===== config.mk =====
export PLATFORM = sky130hd
export DESIGN_NAME = alu_seq
export DESIGN_NICKNAME = d
export VERILOG_FILES = /design/src/rtl/alu_seq.sv
export SDC_FILE = /design/constraint.sdc
export NUM_CORES = 1
export LEC_CHECK = 0
export CAP_MARGIN = 20
export CORE_UTILIZATION = 30
export CTS_BUF_LIST = sky130_fd_sc_hd__clkbuf_16
export DETAILED_ROUTE_END_ITERATION = 12
export HOLD_SLACK_MARGIN = 0.06
export PLACE_DENSITY = 0.43
export SLEW_MARGIN = 20
export SYNTH_ARGS = -nofsm -noshare
export SYNTH_HDL_FRONTEND = slang
export SYNTH_SLANG_ARGS = --single-unit

===== constraint.sdc =====
create_clock -name clk -period 5 [get_ports clk]
set_input_delay 1.5 -clock clk [delete_from_list [all_inputs] [get_ports clk]]
set_output_delay 1.5 -clock clk [all_outputs]
set_load 0.02 [all_outputs]

===== src/rtl/alu_seq.sv =====
// Handshaked ALU: single-cycle logic/arith ops, iterative shift-add multiply
// and restoring divide, with a result register held until the consumer takes it.
//
// state | meaning
// IDLE  | in_ready high, waiting for an op
// MUL   | shift-add multiply, one multiplier bit per cycle
// DIV   | restoring divide, one quotient bit per cycle
// DONE  | out_valid high, result held until out_ready
module alu_seq #(
  parameter int WIDTH = 16,
  parameter int SHW   = $clog2(WIDTH)
) (
  input  logic             clk,
  input  logic             rst_n,
  input  logic             in_valid,
  output logic             in_ready,
  input  logic [WIDTH-1:0] a,
  input  logic [WIDTH-1:0] b,
  input  logic [3:0]       control,
  output logic             out_valid,
  input  logic             out_ready,
  output logic [WIDTH-1:0] result,
  output logic             z,
  output logic             g,
  output logic             div0
);

  localparam logic [1:0] S_IDLE = 2'd0;
  localparam logic [1:0] S_MUL  = 2'd1;
  localparam logic [1:0] S_DIV  = 2'd2;
  localparam logic [1:0] S_DONE = 2'd3;

  localparam int CW = $clog2(WIDTH + 1);
  localparam logic [CW-1:0]    LAST = CW'(WIDTH - 1);
  localparam logic [WIDTH-1:0] WLIM = WIDTH'(WIDTH);

  localparam logic [3:0] OP_SUB = 4'd2;
  localparam logic [3:0] OP_MUL = 4'd3;
  localparam logic [3:0] OP_DIV = 4'd4;
  localparam logic [3:0] OP_NOT = 4'd5;
  localparam logic [3:0] OP_SHL = 4'd6;
  localparam logic [3:0] OP_SHR = 4'd7;
  localparam logic [3:0] OP_AND = 4'd8;
  localparam logic [3:0] OP_OR  = 4'd9;

  logic [1:0]       state;
  logic [CW-1:0]    count;
  logic [WIDTH-1:0] acc;   // MUL partial product / DIV remainder
  logic [WIDTH-1:0] opa;   // MUL multiplicand / DIV dividend shifting into quotient
  logic [WIDTH-1:0] opb;   // MUL multiplier / DIV divisor

  logic [WIDTH-1:0] alu_res;
  logic [WIDTH-1:0] mul_next;
  logic [WIDTH:0]   rem_sh;
  logic [WIDTH:0]   rem_diff;
  logic [WIDTH-1:0] rem_next;
  logic             q_bit;
  logic [WIDTH-1:0] quo_next;
  logic             shift_big;
  logic             div_zero;

  assign in_ready  = (state == S_IDLE);
  assign out_valid = (state == S_DONE);

  assign shift_big = (b >= WLIM);
  assign div_zero  = (control == OP_DIV) && (b == '0);

  always_comb begin
    alu_res = a + b;
    case (control)
      OP_SUB: alu_res = a - b;
      OP_MUL: alu_res = '0;
      OP_DIV: alu_res = '1;
      OP_NOT: alu_res = ~a;
      OP_SHL: alu_res = shift_big ? '0 : (a << b[SHW-1:0]);
      OP_SHR: alu_res = shift_big ? '0 : (a >> b[SHW-1:0]);
      OP_AND: alu_res = a & b;
      OP_OR:  alu_res = a | b;
      default: alu_res = a + b;
    endcase
  end

  always_comb begin
    mul_next = opb[0] ? (acc + opa) : acc;
    rem_sh   = {acc, opa[WIDTH-1]};
    rem_diff = rem_sh - {1'b0, opb};
    q_bit    = ~rem_diff[WIDTH];
    rem_next = q_bit ? rem_diff[WIDTH-1:0] : rem_sh[WIDTH-1:0];
    quo_next = {opa[WIDTH-2:0], q_bit};
  end

  always_ff @(posedge clk) begin
    if (!rst_n) begin
      state  <= S_IDLE;
      count  <= '0;
      acc    <= '0;
      opa    <= '0;
      opb    <= '0;
      result <= '0;
      z      <= 1'b0;
      g      <= 1'b0;
      div0   <= 1'b0;
    end else begin
      case (state)
        S_IDLE: begin
          if (in_valid) begin
            g     <= (a < b);
            div0  <= div_zero;
            opa   <= a;
            opb   <= b;
            acc   <= '0;
            count <= '0;
            if (control == OP_MUL) begin
              state <= S_MUL;
            end else if ((control == OP_DIV) && !div_zero) begin
              state <= S_DIV;
            end else begin
              result <= alu_res;
              z      <= (alu_res == '0);
              state  <= S_DONE;
            end
          end
        end
        S_MUL: begin
          acc   <= mul_next;
          opa   <= opa << 1;
          opb   <= opb >> 1;
          count <= count + 1'b1;
          if (count == LAST) begin
            result <= mul_next;
            z      <= (mul_next == '0);
            state  <= S_DONE;
          end
        end
        S_DIV: begin
          acc   <= rem_next;
          opa   <= quo_next;
          count <= count + 1'b1;
          if (count == LAST) begin
            result <= quo_next;
            z      <= (quo_next == '0);
            state  <= S_DONE;
          end
        end
        default: begin
          if (out_ready) state <= S_IDLE;
        end
      endcase
    end
  end

endmodule

Yosys cells after proc, flatten, opt, wreduce, memory -nomap -nowiden
Cells that the tools add are included.
{"block": "op_classes", "eq_ne": 18, "n_shift": 2, "n_reduce_logical": 19, "n_mux": 31, "bitwise_logic": 4, "magnitude_cmp": 2, "addsub": 5}
{"operator": "16-bit two-way mux", "n": 12}
{"operator": "16-bit one-hot mux with 3 select lines", "n": 3}
{"operator": "16-bit one-hot mux with 8 select lines", "n": 1}
{"operator": "16-bit logical NOT", "n": 4}
{"operator": "16-bit adder", "n": 2}
{"operator": "16-bit one-hot mux with 2 select lines", "n": 1}
{"operator": "17-bit by 16-bit subtractor with 17-bit output", "n": 1}
{"operator": "16-bit bitwise AND", "n": 1}
{"operator": "4-bit by 3-bit equality test with 1-bit output, second input constant", "n": 4}
{"operator": "16-bit by 5-bit greater-or-equal comparator with 1-bit output, second input constant", "n": 1}
{"operator": "16-bit < comparator", "n": 1}
{"operator": "16-bit inverter", "n": 1}
{"operator": "16-bit OR", "n": 1}
{"operator": "16-bit by 4-bit << shifter with 16-bit output", "n": 1}
{"operator": "16-bit by 4-bit right shift with 16-bit output", "n": 1}
{"operator": "16-bit subtractor", "n": 1}
{"operator": "2-bit != test, second input constant", "n": 5}
{"operator": "5-bit one-hot mux with 2 select lines", "n": 1}
{"operator": "4-bit by 2-bit equality test with 1-bit output, second input constant", "n": 2}
{"operator": "4-bit equality test, second input constant", "n": 2}
{"operator": "2-bit two-way mux", "n": 4}
{"operator": "2-bit AND reduction", "n": 4}
{"operator": "1-bit two-way mux", "n": 6}
{"operator": "6-bit AND reduction", "n": 1}
{"operator": "16 further kinds", "n": 20}
{"block": "totals", "input_bits": 40, "elab_cells": 90, "out_inout_bits": 21, "regBits": 74}

Logic depth before layout (Yosys ltp)
{"block": "logic_depth", "word_depth": 8, "ltp_mapped": 15, "ltp_nobuf": 13}

Worst setup path after synthesis
No wires, ideal clock.
{"block": "synth_path", "path_type": "input to register", "from": "input b[2]", "to": "register result[14]", "path_buffers": 2, "path_slack_ns": 0.655, "t_required_ns": 4.931, "setup_time_ns": 0.069, "path_stages": 13, "arrival_time_ns": 4.276, "cell_sequence": "buf_2 clkinv_1 ha_1 buf_2 a21o_1 a221oi_2 a2111oi_2 o31a_1 o311ai_1 nand4_1 and3_1 mux2_2 o21ai_1"}
{"block": "synth_between", "elab_chain_cells": 7, "elab_cells_between_ends": 18, "cone_classes": "add/sub (2); order compare (1); eq/ne (1); shift (2); mux (7); reduce/logical (5)"}
{"element": "start, declared", "line": "18", "rtl": "input logic [WIDTH-1:0] b,"}
{"element": "16-bit by 5-bit greater-or-equal comparator with 1-bit output, or another cell as far along", "line": "65", "rtl": "assign shift_big = (b >= WLIM);"}
{"element": "16-bit two-way mux (on tied branches)", "line": "76, 75"}
{"element": "16-bit one-hot mux with 8 select lines", "line": "70", "rtl": "case (control)"}
{"element": "16-bit two-way mux", "line": "115", "rtl": "end else if ((control == OP_DIV) && !div_zero) begin"}
{"element": "16-bit two-way mux", "line": "113", "rtl": "if (control == OP_MUL) begin"}
{"element": "16-bit two-way mux", "line": "106", "rtl": "if (in_valid) begin"}
{"element": "16-bit one-hot mux with 3 select lines", "line": "104", "rtl": "case (state)"}
{"element": "end signal, assigned", "line": "118", "rtl": "result <= alu_res;"}
{"element": "end signal, assigned", "line": "130", "rtl": "result <= mul_next;"}
{"element": "end signal, assigned", "line": "140", "rtl": "result <= quo_next;"}
{"element": "end, declared", "line": "22", "rtl": "output logic [WIDTH-1:0] result,"}
Parallel ways exist; a longest one is shown, timed or not. The select of a mux whose other input is x is not followed.
A chain may end at the register's enable or synchronous reset.

Final worst setup path
{"block": "layout_path", "from": "input b[4]", "to": "register z"}
{"block": "layout_between", "elab_chain_cells": 8, "elab_cells_between_ends": 19, "cone_classes": "add/sub (2); order compare (1); eq/ne (1); mux (7); bitwise (2); reduce/logical (6)"}
{"element": "16-bit by 5-bit greater-or-equal comparator with 1-bit output", "line": "65"}
{"element": "16-bit two-way mux (on tied branches)", "line": "76, 75"}
{"element": "16-bit one-hot mux with 8 select lines", "line": "70"}
{"element": "16-bit logical NOT", "line": "119", "rtl": "z <= (alu_res == '0);"}
{"element": "1-bit two-way mux", "line": "115"}
{"element": "1-bit two-way mux", "line": "113"}
{"element": "1-bit two-way mux", "line": "106"}
{"element": "1-bit one-hot mux with 3 select lines", "line": "104"}
{"element": "end signal, assigned", "line": "119"}
{"element": "end signal, assigned", "line": "131", "rtl": "z <= (mul_next == '0);"}
{"element": "end signal, assigned", "line": "141", "rtl": "z <= (quo_next == '0);"}
{"element": "end, declared", "line": "23", "rtl": "output logic z,"}
Parallel ways exist; a longest one is shown, timed or not. The select of a mux whose other input is x is not followed.

==> impl_results.md <==
- Status: finished, final reports clean
- Crit share post-route: 0.903
- CP Capture Type: flip-flop
- CTS tree: done
- Net Sw Power: 2.47 mW
- Worst slew pin tran: 0.933 ns
- Critical path class: input port to flip-flop
- Internal power: 2.39 mW
- Design Area, Final: roughly 12000 um^2
- TritonCTS buffer count: 9
- Register area share after synthesis: 0.149
- Post-CTS Repair Setup Buffers: 0
- Resized cells post-CTS: 0
- Total gr overflow: 0
- Area Growth Syn to Fin: 16.3%
- Starting Density: 0.306
- Logic pwr share: 0.655
- CTS Buffer Depth: 2
- CP Buf/Inv Count: 3
- CP required: 5.29 ns
- M1 WL: 20.8 mm
- Chip width: about 180 um
- Hpwl dp: 34.0 mm
- Synthesized cell area: ~10000 um^2
- Max Cap Viol: 0
- Met3 wire length: 2.35 mm
- Antenna-violating nets left: 0
- Max layer used: met4
- Hold bufs inserted after CTS: 0
- Clk sinks: 74
- Cell depth of the worst min-delay path: 2
- Hold Crit Class: flip-flop to flip-flop
- Top cells by area, synth: dfxtp_1, ha_1, mux4_2, nand2_1, o21ai_0
- Yosys cell types: 86
- WP depth: 13
- DRC: 0
- Vias: between 10000 and 15000
- Mean post-synth cell area: 7.76 um^2
- Average vias per placed instance: ~6
- Register clock-pin slew on the reported worst setup and hold paths: 0.07 ns
- Input/output buffers: 60
- Core area: 32600 um^2
- RePlAce Congestion: 0.908
- First-pass GRT wire length: 64.0 mm
- Drt first pass iters: 9
- DR WL/cell: about 24 um
- Highest clock rate: approximately 220 MHz
- IO Pins: 61
- Root Driver: clkbuf_16
- Clock Latency Late Sink: 0.36 ns
- Largest net degree at the start of global routing: 54
- Rows: 66
- Max rail drop VDD: between 200 and 300 uV
- First-iteration detailed-routing DRC count: 960
- Top delay family on crit path: compound AO/OA/AOI/OAI gates
- Seq pwr share: 0.206
- Final Critical Period: 4.52 ns
- Post-synthesis async set-or-reset flop share: 0
- Worst rel slew slack: 0.377
- CP arrival: 4.81 ns
- Share of the synthesized area in the top cell type: 0.149
- R2R depth: 14
- Pwr Density: 419 nW/um^2
- Share of cells above drive strength 1: 0.115
- All-Layer GR Usage: 0.252
- Synthesized flop and latch total: 74
- Most frequent cells after synthesis: nand2_1, ha_1, nor2_1, dfxtp_1, inv_1
- Clk_skew: ~0.016 ns
- # diodes: 0
- Hold Vio Cnt, Final: 0
- Element type at the critical path start: input port
- Nets: 1469
- Chip height: 184 um
- Initial antenna violation count: 0
- Die footprint: around 34000 um^2
- H-tree levels: 3
- Slowest-stage cell, CP: clkdlybuf4s50_1
- EDFF count, synth: 0
- Count leader, synth: nand2_1
- Post-synthesis net count: 1416
- Clk network pwr share: 0.139
- Total routed wirelength: 42.6 mm
- Final setup viols: 0
- Cells after synthesis: between 1000 and 1500
- Total Power: 4.86 mW
- Most used flip-flop cell after synthesis: dfxtp_1
- Final Slew Violations: 0
- Critical path's largest stage delay: 0.59 ns
- CP cell instances: clkdlybuf4s50_1, inv_1, ha_1, nor2_1, o311ai_1, a31oi_1, o211ai_1, a2111oi_0, buf_4, o211ai_1, nor2_1, nand4_1, o21ai_1
- Vias in the first global route: 9944
- RSZ-0062 raised after global routing: no
- TNS Setup: 0 ns
- Worst-path fanout max: 7
- P_leak: ~4.7 nW
- Met2 WL: 18.3 mm
- Yosys warning count: 0
- Dominant cell type by area after synthesis: dfxtp_1
- Placed cell areas: 11300 um^2
- Sw Share: 0.508
[state kept, by name, summed over array words and instances, names as in the netlist]
register / flops
opb: 16
state: 2
z: 1
div0: 1
acc: 16
g: 1
count: 5
result: 16
opa: 16
[power by group through the flow]
stage	sequential [mW]	combinational, mW	clock, mW
CTS	1.00	3.16	0.695
detailed placement	1.01	3.14	0
global route	1.02	3.47	0.710
finish	1.00	3.18	0.678
global placement	1.02	3.15	0
floorplan	0.984	2.06	0
[stage by stage]
stage | std cells | setup WS (ns) | util | hold slack (ns)
floorplan | 1285 | 0.655 | - | 0.441
global placement | 1769 | 0.261 | 0.347 | 0.447
detailed placement | 1769 | 0.220 | 0.347 | 0.454
CTS | 1785 | 0.585 | 0.356 | 0.463
global route | 1785 | 0.188 | 0.356 | 0.488
finish | 1785 | 0.483 | 0.356 | 0.457
[worst paths after layout]
path	startpoint	slack, ns	to
min	result[7]$_SDFFE_PN0P_	0.46	result[7]$_SDFFE_PN0P_
min reg2reg	result[7]$_SDFFE_PN0P_	0.46	result[7]$_SDFFE_PN0P_
max	b[4]	0.48	z$_SDFFE_PN0P_
max reg2reg	opa[15]$_SDFFE_PN0P_	1.32	result[0]$_SDFFE_PN0P_
[tightest hold or removal path: stages (launching register included)]
cell,delay [ns]
dfxtp_1,0.31
nand2_1,0.05
a21boi_1,0.05
[cells by family after synthesis]
family          share of synthesized area
compound gates                      0.326
simple gates                        0.206
buf+inv                            0.0749
fa+ha+maj                           0.117
flops                               0.149
mux                                 0.103
xor+xnor                           0.0237
[final cells by class]
type                    count  area (um^2)
clock inverters             7         68.8
clock buffers               9          225
inverters                  79          297
fillers                  3476        21000
repair buffers            141         1220
multi-input cells        1033         7760
flip-flops and latches     74         1480
well taps                 442          553
[metal layers]
| layer | global-route usage | vias up |
|---|---|---|
| met2 | 0.386 | 401 |
| met5 | 0 | - |
| met1 | 0.369 | 5224 |
| met3 | 0.0257 | 57 |
| li1 | - | 5015 |
| met4 | 0.0703 | 0 |
[layout by cell type (no fill, tap or decap), types with 18 or more instances in the layout]
cell / Yosys / routed
clkdlybuf4s50_1: 0 / 57
dfxtp_1: 74 / 74
nor2b_1: 28 / 28
nor2_1: 85 / 85
nor3_1: 28 / 28
a221oi_1: 31 / 31
o21ai_0: 69 / 68
nand2_1: 98 / 98
mux2i_1: 27 / 27
inv_1: 74 / 74
a21o_1: 22 / 22
buf_4: 2 / 79
a21oi_1: 65 / 65
a22oi_1: 18 / 18
nand3_1: 29 / 29
ha_1: 87 / 86
o211ai_1: 38 / 38
nor3b_1: 18 / 18
and3_1: 21 / 21
xnor2_1: 21 / 21
Note: power is estimated with default switching activity, not from simulation.
